## src/rtl/id_ex_pipe_reg_if.sv

```systemverilog
// ID -> ID/EX -> EX signal bundle for id_ex_pipe_reg: ID payload, forwarding sources,
// pipeline control and the registered EX-side outputs.
interface id_ex_pipe_reg_if #(
  parameter int XLEN   = 32,
  parameter int NFWD   = 2,
  parameter int CTRL_W = 10
);
  logic                   flush_i;
  logic                   stall_i;
  logic                   in_valid_i;
  logic                   in_ready_o;
  logic [CTRL_W-1:0]      ctrl_i;
  logic [4:0]             rs1_addr_i;
  logic [4:0]             rs2_addr_i;
  logic [XLEN-1:0]        rs1_data_i;
  logic [XLEN-1:0]        rs2_data_i;
  logic [XLEN-1:0]        imm_i;
  logic [XLEN-1:0]        pc_i;
  logic [31:0]            inst_i;
  logic [4:0]             rd_i;
  logic [NFWD-1:0]        fwd_valid_i;
  logic [NFWD*5-1:0]      fwd_rd_i;
  logic [NFWD*XLEN-1:0]   fwd_data_i;
  logic [NFWD-1:0]        fwd_pending_i;
  logic                   out_valid_o;
  logic [CTRL_W-1:0]      ctrl_o;
  logic [XLEN-1:0]        rs1_data_o;
  logic [XLEN-1:0]        rs2_data_o;
  logic [XLEN-1:0]        imm_o;
  logic [XLEN-1:0]        pc_o;
  logic [2:0]             func3_o;
  logic [6:0]             func7_o;
  logic [4:0]             rd_o;
  logic                   hazard_o;

  modport master (
    output flush_i, stall_i, in_valid_i, ctrl_i, rs1_addr_i, rs2_addr_i,
           rs1_data_i, rs2_data_i, imm_i, pc_i, inst_i, rd_i,
           fwd_valid_i, fwd_rd_i, fwd_data_i, fwd_pending_i,
    input  in_ready_o, out_valid_o, ctrl_o, rs1_data_o, rs2_data_o, imm_o, pc_o,
           func3_o, func7_o, rd_o, hazard_o
  );

  modport slave (
    input  flush_i, stall_i, in_valid_i, ctrl_i, rs1_addr_i, rs2_addr_i,
           rs1_data_i, rs2_data_i, imm_i, pc_i, inst_i, rd_i,
           fwd_valid_i, fwd_rd_i, fwd_data_i, fwd_pending_i,
    output in_ready_o, out_valid_o, ctrl_o, rs1_data_o, rs2_data_o, imm_o, pc_o,
           func3_o, func7_o, rd_o, hazard_o
  );
endinterface

```

## src/rtl/id_ex_pipe_reg.sv

```systemverilog
// ID/EX pipeline register with N-source priority forwarding, load-use bubbles, stall and flush.
// Define ID_EX_HAZARD_CNT_EN to add saturating hazard/flush counters.
module id_ex_pipe_reg #(
  parameter int XLEN   = 32,
  parameter int NFWD   = 2,
  parameter int CTRL_W = 10,
  parameter int CNT_W  = 16
) (
  input  logic            clk,
  input  logic            rst,
  id_ex_pipe_reg_if.slave bus
`ifdef ID_EX_HAZARD_CNT_EN
  ,
  output logic [CNT_W-1:0] hazard_cnt_o,
  output logic [CNT_W-1:0] flush_cnt_o
`endif
);

  typedef struct packed {
    logic              valid;
    logic [CTRL_W-1:0] ctrl;
    logic [XLEN-1:0]   rs1;
    logic [XLEN-1:0]   rs2;
    logic [XLEN-1:0]   imm;
    logic [XLEN-1:0]   pc;
    logic [2:0]        func3;
    logic [6:0]        func7;
    logic [4:0]        rd;
  } ex_t;

  ex_t             ex_q;
  ex_t             ex_d;
  logic [XLEN-1:0] rs1_sel;
  logic [XLEN-1:0] rs2_sel;
  logic            rs1_hit;
  logic            rs2_hit;
  logic            hazard;
  logic            unused_inst_bits;

  // The lowest-index matching source wins; a pending winner is a load-use hit,
  // never a fall-through to a lower-priority source.
  function automatic void fwd_select(
    input  logic [4:0]           addr,
    input  logic [XLEN-1:0]      rf_data,
    input  logic [NFWD-1:0]      valid,
    input  logic [NFWD*5-1:0]    rd,
    input  logic [NFWD*XLEN-1:0] data,
    input  logic [NFWD-1:0]      pending,
    output logic [XLEN-1:0]      sel,
    output logic                 hit
  );
    logic found;
    sel   = rf_data;
    hit   = 1'b0;
    found = 1'b0;
    for (int k = 0; k < NFWD; k++) begin
      if (!found && valid[k] && (rd[k*5 +: 5] == addr) && (addr != 5'd0)) begin
        found = 1'b1;
        if (pending[k]) hit = 1'b1;
        else            sel = data[k*XLEN +: XLEN];
      end
    end
  endfunction

  always_comb begin
    rs1_sel = '0;
    rs2_sel = '0;
    rs1_hit = 1'b0;
    rs2_hit = 1'b0;
    fwd_select(bus.rs1_addr_i, bus.rs1_data_i, bus.fwd_valid_i, bus.fwd_rd_i,
               bus.fwd_data_i, bus.fwd_pending_i, rs1_sel, rs1_hit);
    fwd_select(bus.rs2_addr_i, bus.rs2_data_i, bus.fwd_valid_i, bus.fwd_rd_i,
               bus.fwd_data_i, bus.fwd_pending_i, rs2_sel, rs2_hit);
  end

  assign hazard         = bus.in_valid_i & (rs1_hit | rs2_hit) & ~bus.stall_i & ~bus.flush_i;
  assign bus.hazard_o   = hazard;
  assign bus.in_ready_o = rst & ~bus.stall_i & ~hazard;

  // Anything that is not a real capture clears the whole bundle, so ctrl is zero whenever valid is.
  always_comb begin
    ex_d = ex_q;
    if (bus.flush_i) begin
      ex_d = '0;
    end else if (bus.stall_i) begin
      ex_d = ex_q;
    end else if (hazard || !bus.in_valid_i) begin
      ex_d = '0;
    end else begin
      ex_d.valid = 1'b1;
      ex_d.ctrl  = bus.ctrl_i;
      ex_d.rs1   = rs1_sel;
      ex_d.rs2   = rs2_sel;
      ex_d.imm   = bus.imm_i;
      ex_d.pc    = bus.pc_i;
      ex_d.func3 = bus.inst_i[14:12];
      ex_d.func7 = bus.inst_i[31:25];
      ex_d.rd    = bus.rd_i;
    end
  end

  always_ff @(negedge clk or negedge rst) begin
    if (!rst) ex_q <= '0;
    else      ex_q <= ex_d;
  end

  assign bus.out_valid_o = ex_q.valid;
  assign bus.ctrl_o      = ex_q.ctrl;
  assign bus.rs1_data_o  = ex_q.rs1;
  assign bus.rs2_data_o  = ex_q.rs2;
  assign bus.imm_o       = ex_q.imm;
  assign bus.pc_o        = ex_q.pc;
  assign bus.func3_o     = ex_q.func3;
  assign bus.func7_o     = ex_q.func7;
  assign bus.rd_o        = ex_q.rd;

  assign unused_inst_bits = ^{bus.inst_i[24:15], bus.inst_i[11:0]};

`ifdef ID_EX_HAZARD_CNT_EN
  logic [CNT_W-1:0] hazard_cnt;
  logic [CNT_W-1:0] flush_cnt;

  always_ff @(negedge clk or negedge rst) begin
    if (!rst) begin
      hazard_cnt <= '0;
      flush_cnt  <= '0;
    end else begin
      if (hazard && (hazard_cnt != '1))      hazard_cnt <= hazard_cnt + CNT_W'(1);
      if (bus.flush_i && (flush_cnt != '1))  flush_cnt  <= flush_cnt + CNT_W'(1);
    end
  end

  assign hazard_cnt_o = hazard_cnt;
  assign flush_cnt_o  = flush_cnt;
`endif

endmodule

```

## src/flat_wrapper.sv

```systemverilog
// flat-port wrapper written by rule: the top's interface ports become plain ports
module id_ex_pipe_reg_flat 
#(
  parameter int XLEN   = 32,
  parameter int NFWD   = 2,
  parameter int CTRL_W = 10,
  parameter int CNT_W  = 16
)
  (clk, rst, bus_flush_i, bus_stall_i, bus_in_valid_i, bus_ctrl_i, bus_rs1_addr_i, bus_rs2_addr_i, bus_rs1_data_i, bus_rs2_data_i, bus_imm_i, bus_pc_i, bus_inst_i, bus_rd_i, bus_fwd_valid_i, bus_fwd_rd_i, bus_fwd_data_i, bus_fwd_pending_i, bus_in_ready_o, bus_out_valid_o, bus_ctrl_o, bus_rs1_data_o, bus_rs2_data_o, bus_imm_o, bus_pc_o, bus_func3_o, bus_func7_o, bus_rd_o, bus_hazard_o);
  id_ex_pipe_reg_if #(.XLEN(XLEN), .NFWD(NFWD), .CTRL_W(CTRL_W)) bus_i ();
  input  logic clk;
  input  logic rst;
  input wire logic [$bits(bus_i.flush_i)-1:0] bus_flush_i;
  input wire logic [$bits(bus_i.stall_i)-1:0] bus_stall_i;
  input wire logic [$bits(bus_i.in_valid_i)-1:0] bus_in_valid_i;
  input wire logic [$bits(bus_i.ctrl_i)-1:0] bus_ctrl_i;
  input wire logic [$bits(bus_i.rs1_addr_i)-1:0] bus_rs1_addr_i;
  input wire logic [$bits(bus_i.rs2_addr_i)-1:0] bus_rs2_addr_i;
  input wire logic [$bits(bus_i.rs1_data_i)-1:0] bus_rs1_data_i;
  input wire logic [$bits(bus_i.rs2_data_i)-1:0] bus_rs2_data_i;
  input wire logic [$bits(bus_i.imm_i)-1:0] bus_imm_i;
  input wire logic [$bits(bus_i.pc_i)-1:0] bus_pc_i;
  input wire logic [$bits(bus_i.inst_i)-1:0] bus_inst_i;
  input wire logic [$bits(bus_i.rd_i)-1:0] bus_rd_i;
  input wire logic [$bits(bus_i.fwd_valid_i)-1:0] bus_fwd_valid_i;
  input wire logic [$bits(bus_i.fwd_rd_i)-1:0] bus_fwd_rd_i;
  input wire logic [$bits(bus_i.fwd_data_i)-1:0] bus_fwd_data_i;
  input wire logic [$bits(bus_i.fwd_pending_i)-1:0] bus_fwd_pending_i;
  output wire logic [$bits(bus_i.in_ready_o)-1:0] bus_in_ready_o;
  output wire logic [$bits(bus_i.out_valid_o)-1:0] bus_out_valid_o;
  output wire logic [$bits(bus_i.ctrl_o)-1:0] bus_ctrl_o;
  output wire logic [$bits(bus_i.rs1_data_o)-1:0] bus_rs1_data_o;
  output wire logic [$bits(bus_i.rs2_data_o)-1:0] bus_rs2_data_o;
  output wire logic [$bits(bus_i.imm_o)-1:0] bus_imm_o;
  output wire logic [$bits(bus_i.pc_o)-1:0] bus_pc_o;
  output wire logic [$bits(bus_i.func3_o)-1:0] bus_func3_o;
  output wire logic [$bits(bus_i.func7_o)-1:0] bus_func7_o;
  output wire logic [$bits(bus_i.rd_o)-1:0] bus_rd_o;
  output wire logic [$bits(bus_i.hazard_o)-1:0] bus_hazard_o;
  assign bus_i.flush_i = bus_flush_i;
  assign bus_i.stall_i = bus_stall_i;
  assign bus_i.in_valid_i = bus_in_valid_i;
  assign bus_i.ctrl_i = bus_ctrl_i;
  assign bus_i.rs1_addr_i = bus_rs1_addr_i;
  assign bus_i.rs2_addr_i = bus_rs2_addr_i;
  assign bus_i.rs1_data_i = bus_rs1_data_i;
  assign bus_i.rs2_data_i = bus_rs2_data_i;
  assign bus_i.imm_i = bus_imm_i;
  assign bus_i.pc_i = bus_pc_i;
  assign bus_i.inst_i = bus_inst_i;
  assign bus_i.rd_i = bus_rd_i;
  assign bus_i.fwd_valid_i = bus_fwd_valid_i;
  assign bus_i.fwd_rd_i = bus_fwd_rd_i;
  assign bus_i.fwd_data_i = bus_fwd_data_i;
  assign bus_i.fwd_pending_i = bus_fwd_pending_i;
  assign bus_in_ready_o = bus_i.in_ready_o;
  assign bus_out_valid_o = bus_i.out_valid_o;
  assign bus_ctrl_o = bus_i.ctrl_o;
  assign bus_rs1_data_o = bus_i.rs1_data_o;
  assign bus_rs2_data_o = bus_i.rs2_data_o;
  assign bus_imm_o = bus_i.imm_o;
  assign bus_pc_o = bus_i.pc_o;
  assign bus_func3_o = bus_i.func3_o;
  assign bus_func7_o = bus_i.func7_o;
  assign bus_rd_o = bus_i.rd_o;
  assign bus_hazard_o = bus_i.hazard_o;
  id_ex_pipe_reg #(.XLEN(XLEN), .NFWD(NFWD), .CTRL_W(CTRL_W), .CNT_W(CNT_W)) u_core (.clk(clk), .rst(rst), .bus(bus_i));
endmodule
```

## config.mk

```make
export PLATFORM = sky130hd
export DESIGN_NAME = id_ex_pipe_reg_flat
export DESIGN_NICKNAME = d
export VERILOG_FILES = /design/src/rtl/id_ex_pipe_reg_if.sv /design/src/rtl/id_ex_pipe_reg.sv /design/src/flat_wrapper.sv
export SDC_FILE = /design/constraint.sdc
export NUM_CORES = 1
export LEC_CHECK = 0
export CAP_MARGIN = 40
export CORE_AREA = 10 10 156 158
export DETAILED_ROUTE_END_ITERATION = 8
export DIE_AREA = 0 0 166 168
export PLACE_DENSITY = 0.75
export SYNTH_ARGS = -nofsm -noshare
export SYNTH_HDL_FRONTEND = slang
export SYNTH_SLANG_ARGS = --single-unit
```

## constraint.sdc

```tcl
create_clock -name clk -period 2.6 [get_ports clk]
set_input_delay 0.39 -clock clk [delete_from_list [all_inputs] [get_ports clk]]
set_output_delay 0.39 -clock clk [all_outputs]
set_load 0.05 [all_outputs]
```

* Word level (Yosys, flattened, before mapping)
Cells that the tools add are included.
** Operators by class
- Eq/ne operators :: 5
- Muxes and demuxes :: 20
- Bitwise logic cells :: 9
- Reductions and logical operators :: 16
** Operators with widths (count)
- 154-bit two-way mux :: 3
- 32-bit two-way mux :: 8
- 5-bit == test :: 4
- 1-bit logical AND :: 10
- 5-bit nonzero test :: 2
- 1-bit two-way mux :: 9
- 1-bit bitwise AND :: 5
- 1-bit logical NOT :: 3
- 1-bit inverter :: 3
- 2-bit != test, second input constant :: 1
- 1-bit logical OR :: 1
- 1-bit OR :: 1
** Storage, ports and cells
- Bits in registers :: 154
- Input bits :: 268
- Output and inout bits :: 156
- Logic and storage cells :: 59

* Depth between registers and ports, before layout
- Depth in word-level cells :: 17
- Mapped depth :: 9
- Depth with buffers taken out :: 6

==> reports/results.tsv <==
stage	metric	value	unit
status	violations	setup timing	
worst_setup_path	r2r_slack	1.55	ns
timing	worst_pin_slew	0.388	ns
status	status	finished, violations left	
pwr	p_leak	0.00701	µW
clocking	cts.htree.levels	4	
global_route	antenna_found_initial	2	
yosys	yosys.cell_types.count	30	
worst_hold_path	whs_path_depth	2	
timing	setup_violations	308	
clocking	cts_tree	yes	
worst_hold_path	hold_class	reg -> reg	
worst_setup_path	cp_slowest_stage_delay	0.53	ns
pwr	power	7150	µW
yosys	syn_inst	600	
yosys	synth_seq_cells	154	
place	placed_cell_area	13600	µm²
routing	antenna_left	0	
clocking	cts_made_buffers	17	
global_route	grt-ovfl-total	0	
run	max_cap_violations	0	
worst_setup_path	end_kind	register	
yosys	ys_seq_area_share	53.7	%
worst_setup_path	cpMostUsedCell	or4_4	
timing	clock_skew	0	ns
pwr	cellPowerDensity	444	nW/µm²
yosys	syn_avg_cell_area	12.0	µm²
layout	design_area	16100	µm²
yosys	ys_warn_count	0	
global_route	grt_pass1_wl	51.5	mm
global_route	grtUsageMet2	42.1	%
routing	drc	0	
layout	syn2layout_area_growth	124	%
routing	drtIter0Drc	538	
clocking	clk_pin_slew	0.05	ns
worst_setup_path	crit_required	1.54	ns
clocking	clock_latency	0.40	ns
clocking	clock_path_buffers	2	
routing	routedWlPerCell	25.3	µm
worst_setup_path	cp_top_family	compound AO/OA/AOI/OAI gates	
global_route	grt_use_met3	8.36	%
routing	drtPass1Iterations	7	
place	port_buffers	401	
layout	fillers	1256	
timing	worst_slew_margin_rel	74.1	%
routing	via_per_inst	5.21	
layout	final_nets	1442	
worst_setup_path	crit_slowest_cell	or4_4	
floorplan	start_util	33.5	%
routing	num_vias	7649	
timing	hold_viol_final	0	
pwr	peakVddDrop	0.000327	V
global_route	grt_pass1_vias	8010	
worst_setup_path	critPathLaunchType	primary input	
timing	slew_viol_final	0	
worst_setup_path	cp.arrival	2.47	ns
place	gp_congestion	0.846	
place	dp_worst_setup_slack	-1.59	ns
clocking	clkSinkCount	154	
worst_hold_path	whs_endpoint	u_core.bus.rs1_data_o[14]$_DFFE_NN0P_	
worst_setup_path	path_buf_inv	5	
worst_setup_path	path_max_fanout	9	
worst_setup_path	reg2reg_from	u_core.bus.imm_o[0]$_DFFE_NN0P_	
global_route	track_usage	23.8	%
layout	final_cell_count_no_fill	1468	
global_route	grt_max_degree	53	
floorplan	die-area	27900	µm²
routing	wirelength	37.1	mm
clocking	cts_root_buffer	clkbuf_16	
yosys	syn_nets	868	
floorplan	die_width	166	µm
floorplan	core_area	21400	µm²
global_route	use_met1	26.4	%
place	placed_cells	1292	
place	dpl.hpwl	24.3	mm
floorplan	io_pins	424	
floorplan	dieHeight	168	µm
yosys	syn_area	7170	µm²
layout	drive_gt1_share	45.2	%
floorplan	row_count	54	
timing	setup_ws	-0.932	ns
timing	grt_setup_unrepaired	yes	
worst_setup_path	crit_chain	buf_8 -> buf_6 -> or4_4 -> nor2_2 -> or4_4 -> o22a_1 -> buf_4 -> o211a_4 -> buf_12 -> clkbuf_16 -> a22o_1	
worst_setup_path	ff2ff_path_depth	3	
worst_setup_path	worstSetupPathType	in -> reg	
worst_hold_path	worstHoldStart	u_core.bus.rs1_data_o[14]$_DFFE_NN0P_	
global_route	busiest_layer	met2	
timing	whs	0.491	ns
worst_setup_path	rr_endpoint	u_core.bus.imm_o[0]$_DFFE_NN0P_	
## cell usage after synthesis, drive strengths merged
cell | count | area share, %
dfrtn | 154 | 54
a22o | 89 | 11
nand2 | 66 | 3.5
o21ai | 65 | 4.5
mux2 | 64 | 10
mux2i | 64 | 8.9
clkbuf | 29 | 1.5
buf | 17 | 1.6
xnor2 | 16 | 2.0
nand3 | 5 | 0.35
nor2 | 4 | 0.21
nor3 | 4 | 0.42
or4 | 4 | 0.47
xor2 | 4 | 0.49
o211ai | 3 | 0.31
nand2b | 2 | 0.17
nand4 | 2 | 0.17
a21oi | 1 | 0.070
and2 | 1 | 0.087
inv | 1 | 0.052
nor2b | 1 | 0.087
nor3b | 1 | 0.10
o211a | 1 | 0.14
o22a | 1 | 0.12
o22ai | 1 | 0.087
## worst max path at each step
stage	to	cells after the start	slack (ns)	start
final	u_core.bus.ctrl_o[3]$_DFFE_NN0P_	11	-0.93	bus_rs2_addr_i[2]
after global routing	u_core.bus.ctrl_o[3]$_DFFE_NN0P_	10	-0.96	bus_fwd_rd_i[7]
after CTS	u_core.bus.func7_o[3]$_DFFE_NN0P_	10	-0.91	bus_rs2_addr_i[2]
after detailed placement	u_core.bus.rs1_data_o[24]$_DFFE_NN0P_	9	-1.59	bus_rs1_addr_i[1]
after global placement	u_core.bus.rs1_data_o[24]$_DFFE_NN0P_	9	-1.59	bus_rs1_addr_i[1]
after floorplan	u_core.bus.imm_o[16]$_DFFE_NN0P_	9	-0.93	bus_rs2_addr_i[1]
## layer usage
metal	share of wire [%]	routed length, µm
met1	37	13800
met2	53	19500
met3	8.1	3010
met4	2.1	782
met5	0.035	13
## state kept, by name, indices dropped and copies added (netlist names)
name and count:
u_core.bus.imm_o 32, u_core.bus.pc_o 32, u_core.bus.rs1_data_o 32, u_core.bus.rs2_data_o 32
u_core.bus.ctrl_o 10, u_core.bus.func7_o 7, u_core.bus.rd_o 5, u_core.bus.func3_o 3
u_core.bus.out_valid_o 1
## timing repair
action | 4_1_cts | 5_1_grt
gates cloned | 19 | 6
setup buffers | 84 | 40
resized for setup | 193 | 50
pin swaps | 63 | 26
setup endpoints to repair | 310 | 310
hold endpoints to repair | 0 | 0
hold buffers | 0 | 0
## tightest hold or removal path, delay by kind of cell (launching register included)
kind / cells / cell delay, ns
AO/OA/AOI/OAI: 1 / 0.05
flip-flops: 1 / 0.45
AND/OR/NAND/NOR: 1 / 0.08
## cell families after synthesis
| family | Yosys count | synth area share, % |
|---|---|---|
| AO/OA/AOI/OAI | 161 | 16.1 |
| multiplexers | 128 | 19.0 |
| AND/OR/NAND/NOR | 90 | 5.53 |
| buffers and inverters | 47 | 3.16 |
| XOR/XNOR | 20 | 2.44 |
| flip-flops | 154 | 53.7 |
## cell type report
class	count	area [µm²]	share of cell area, %
Inverter	1	3.75	0.0233
Tap cell	280	350	2.18
Clock inverter	15	183	1.14
Sequential cell	154	3850	24.0
Antenna cell	1	2.50	0.0156
Clock buffer	17	425	2.64
Timing Repair Buffer	601	7790	48.4
Multi-Input combinational cell	399	3480	21.7
## layout by cell type (no fill, tap or decap), types with 5 or more instances in the layout
cell type	Yosys	routed
buf_8	0	7
clkbuf_16	0	22
xnor2_1	16	6
buf_6	2	28
clkdlybuf4s50_1	0	222
buf_16	0	13
a22o_1	89	89
mux2i_2	0	7
inv_6	0	6
xnor2_2	0	7
o21ai_0	65	5
nand2_1	66	65
mux2i_1	64	54
mux2_4	0	6
o21ai_2	0	29
buf_4	6	135
mux2_2	64	58
dfrtn_1	154	154
buf_12	0	178
o21ai_1	0	31
## where the power goes
group          internal (µW)  switching (µW)  total [µW]  leakage (µW)
combinational           1080             850        1930       0.00462
clock                   1450            1140        2590      0.000297
sequential              2510             115        2630       0.00210
## per-stage QoR
stage | utilization [%] | TNS (ns)
4_1_cts | 72.9 | -148.94
6_report | 75.1 | -146.46
2_1_floorplan | - | -122.83
5_1_grt | 75.1 | -155.75
3_3_place_gp | 63.3 | -227.91
3_5_place_dp | 63.3 | -231.76
Note: power is estimated with default switching activity, not from simulation.
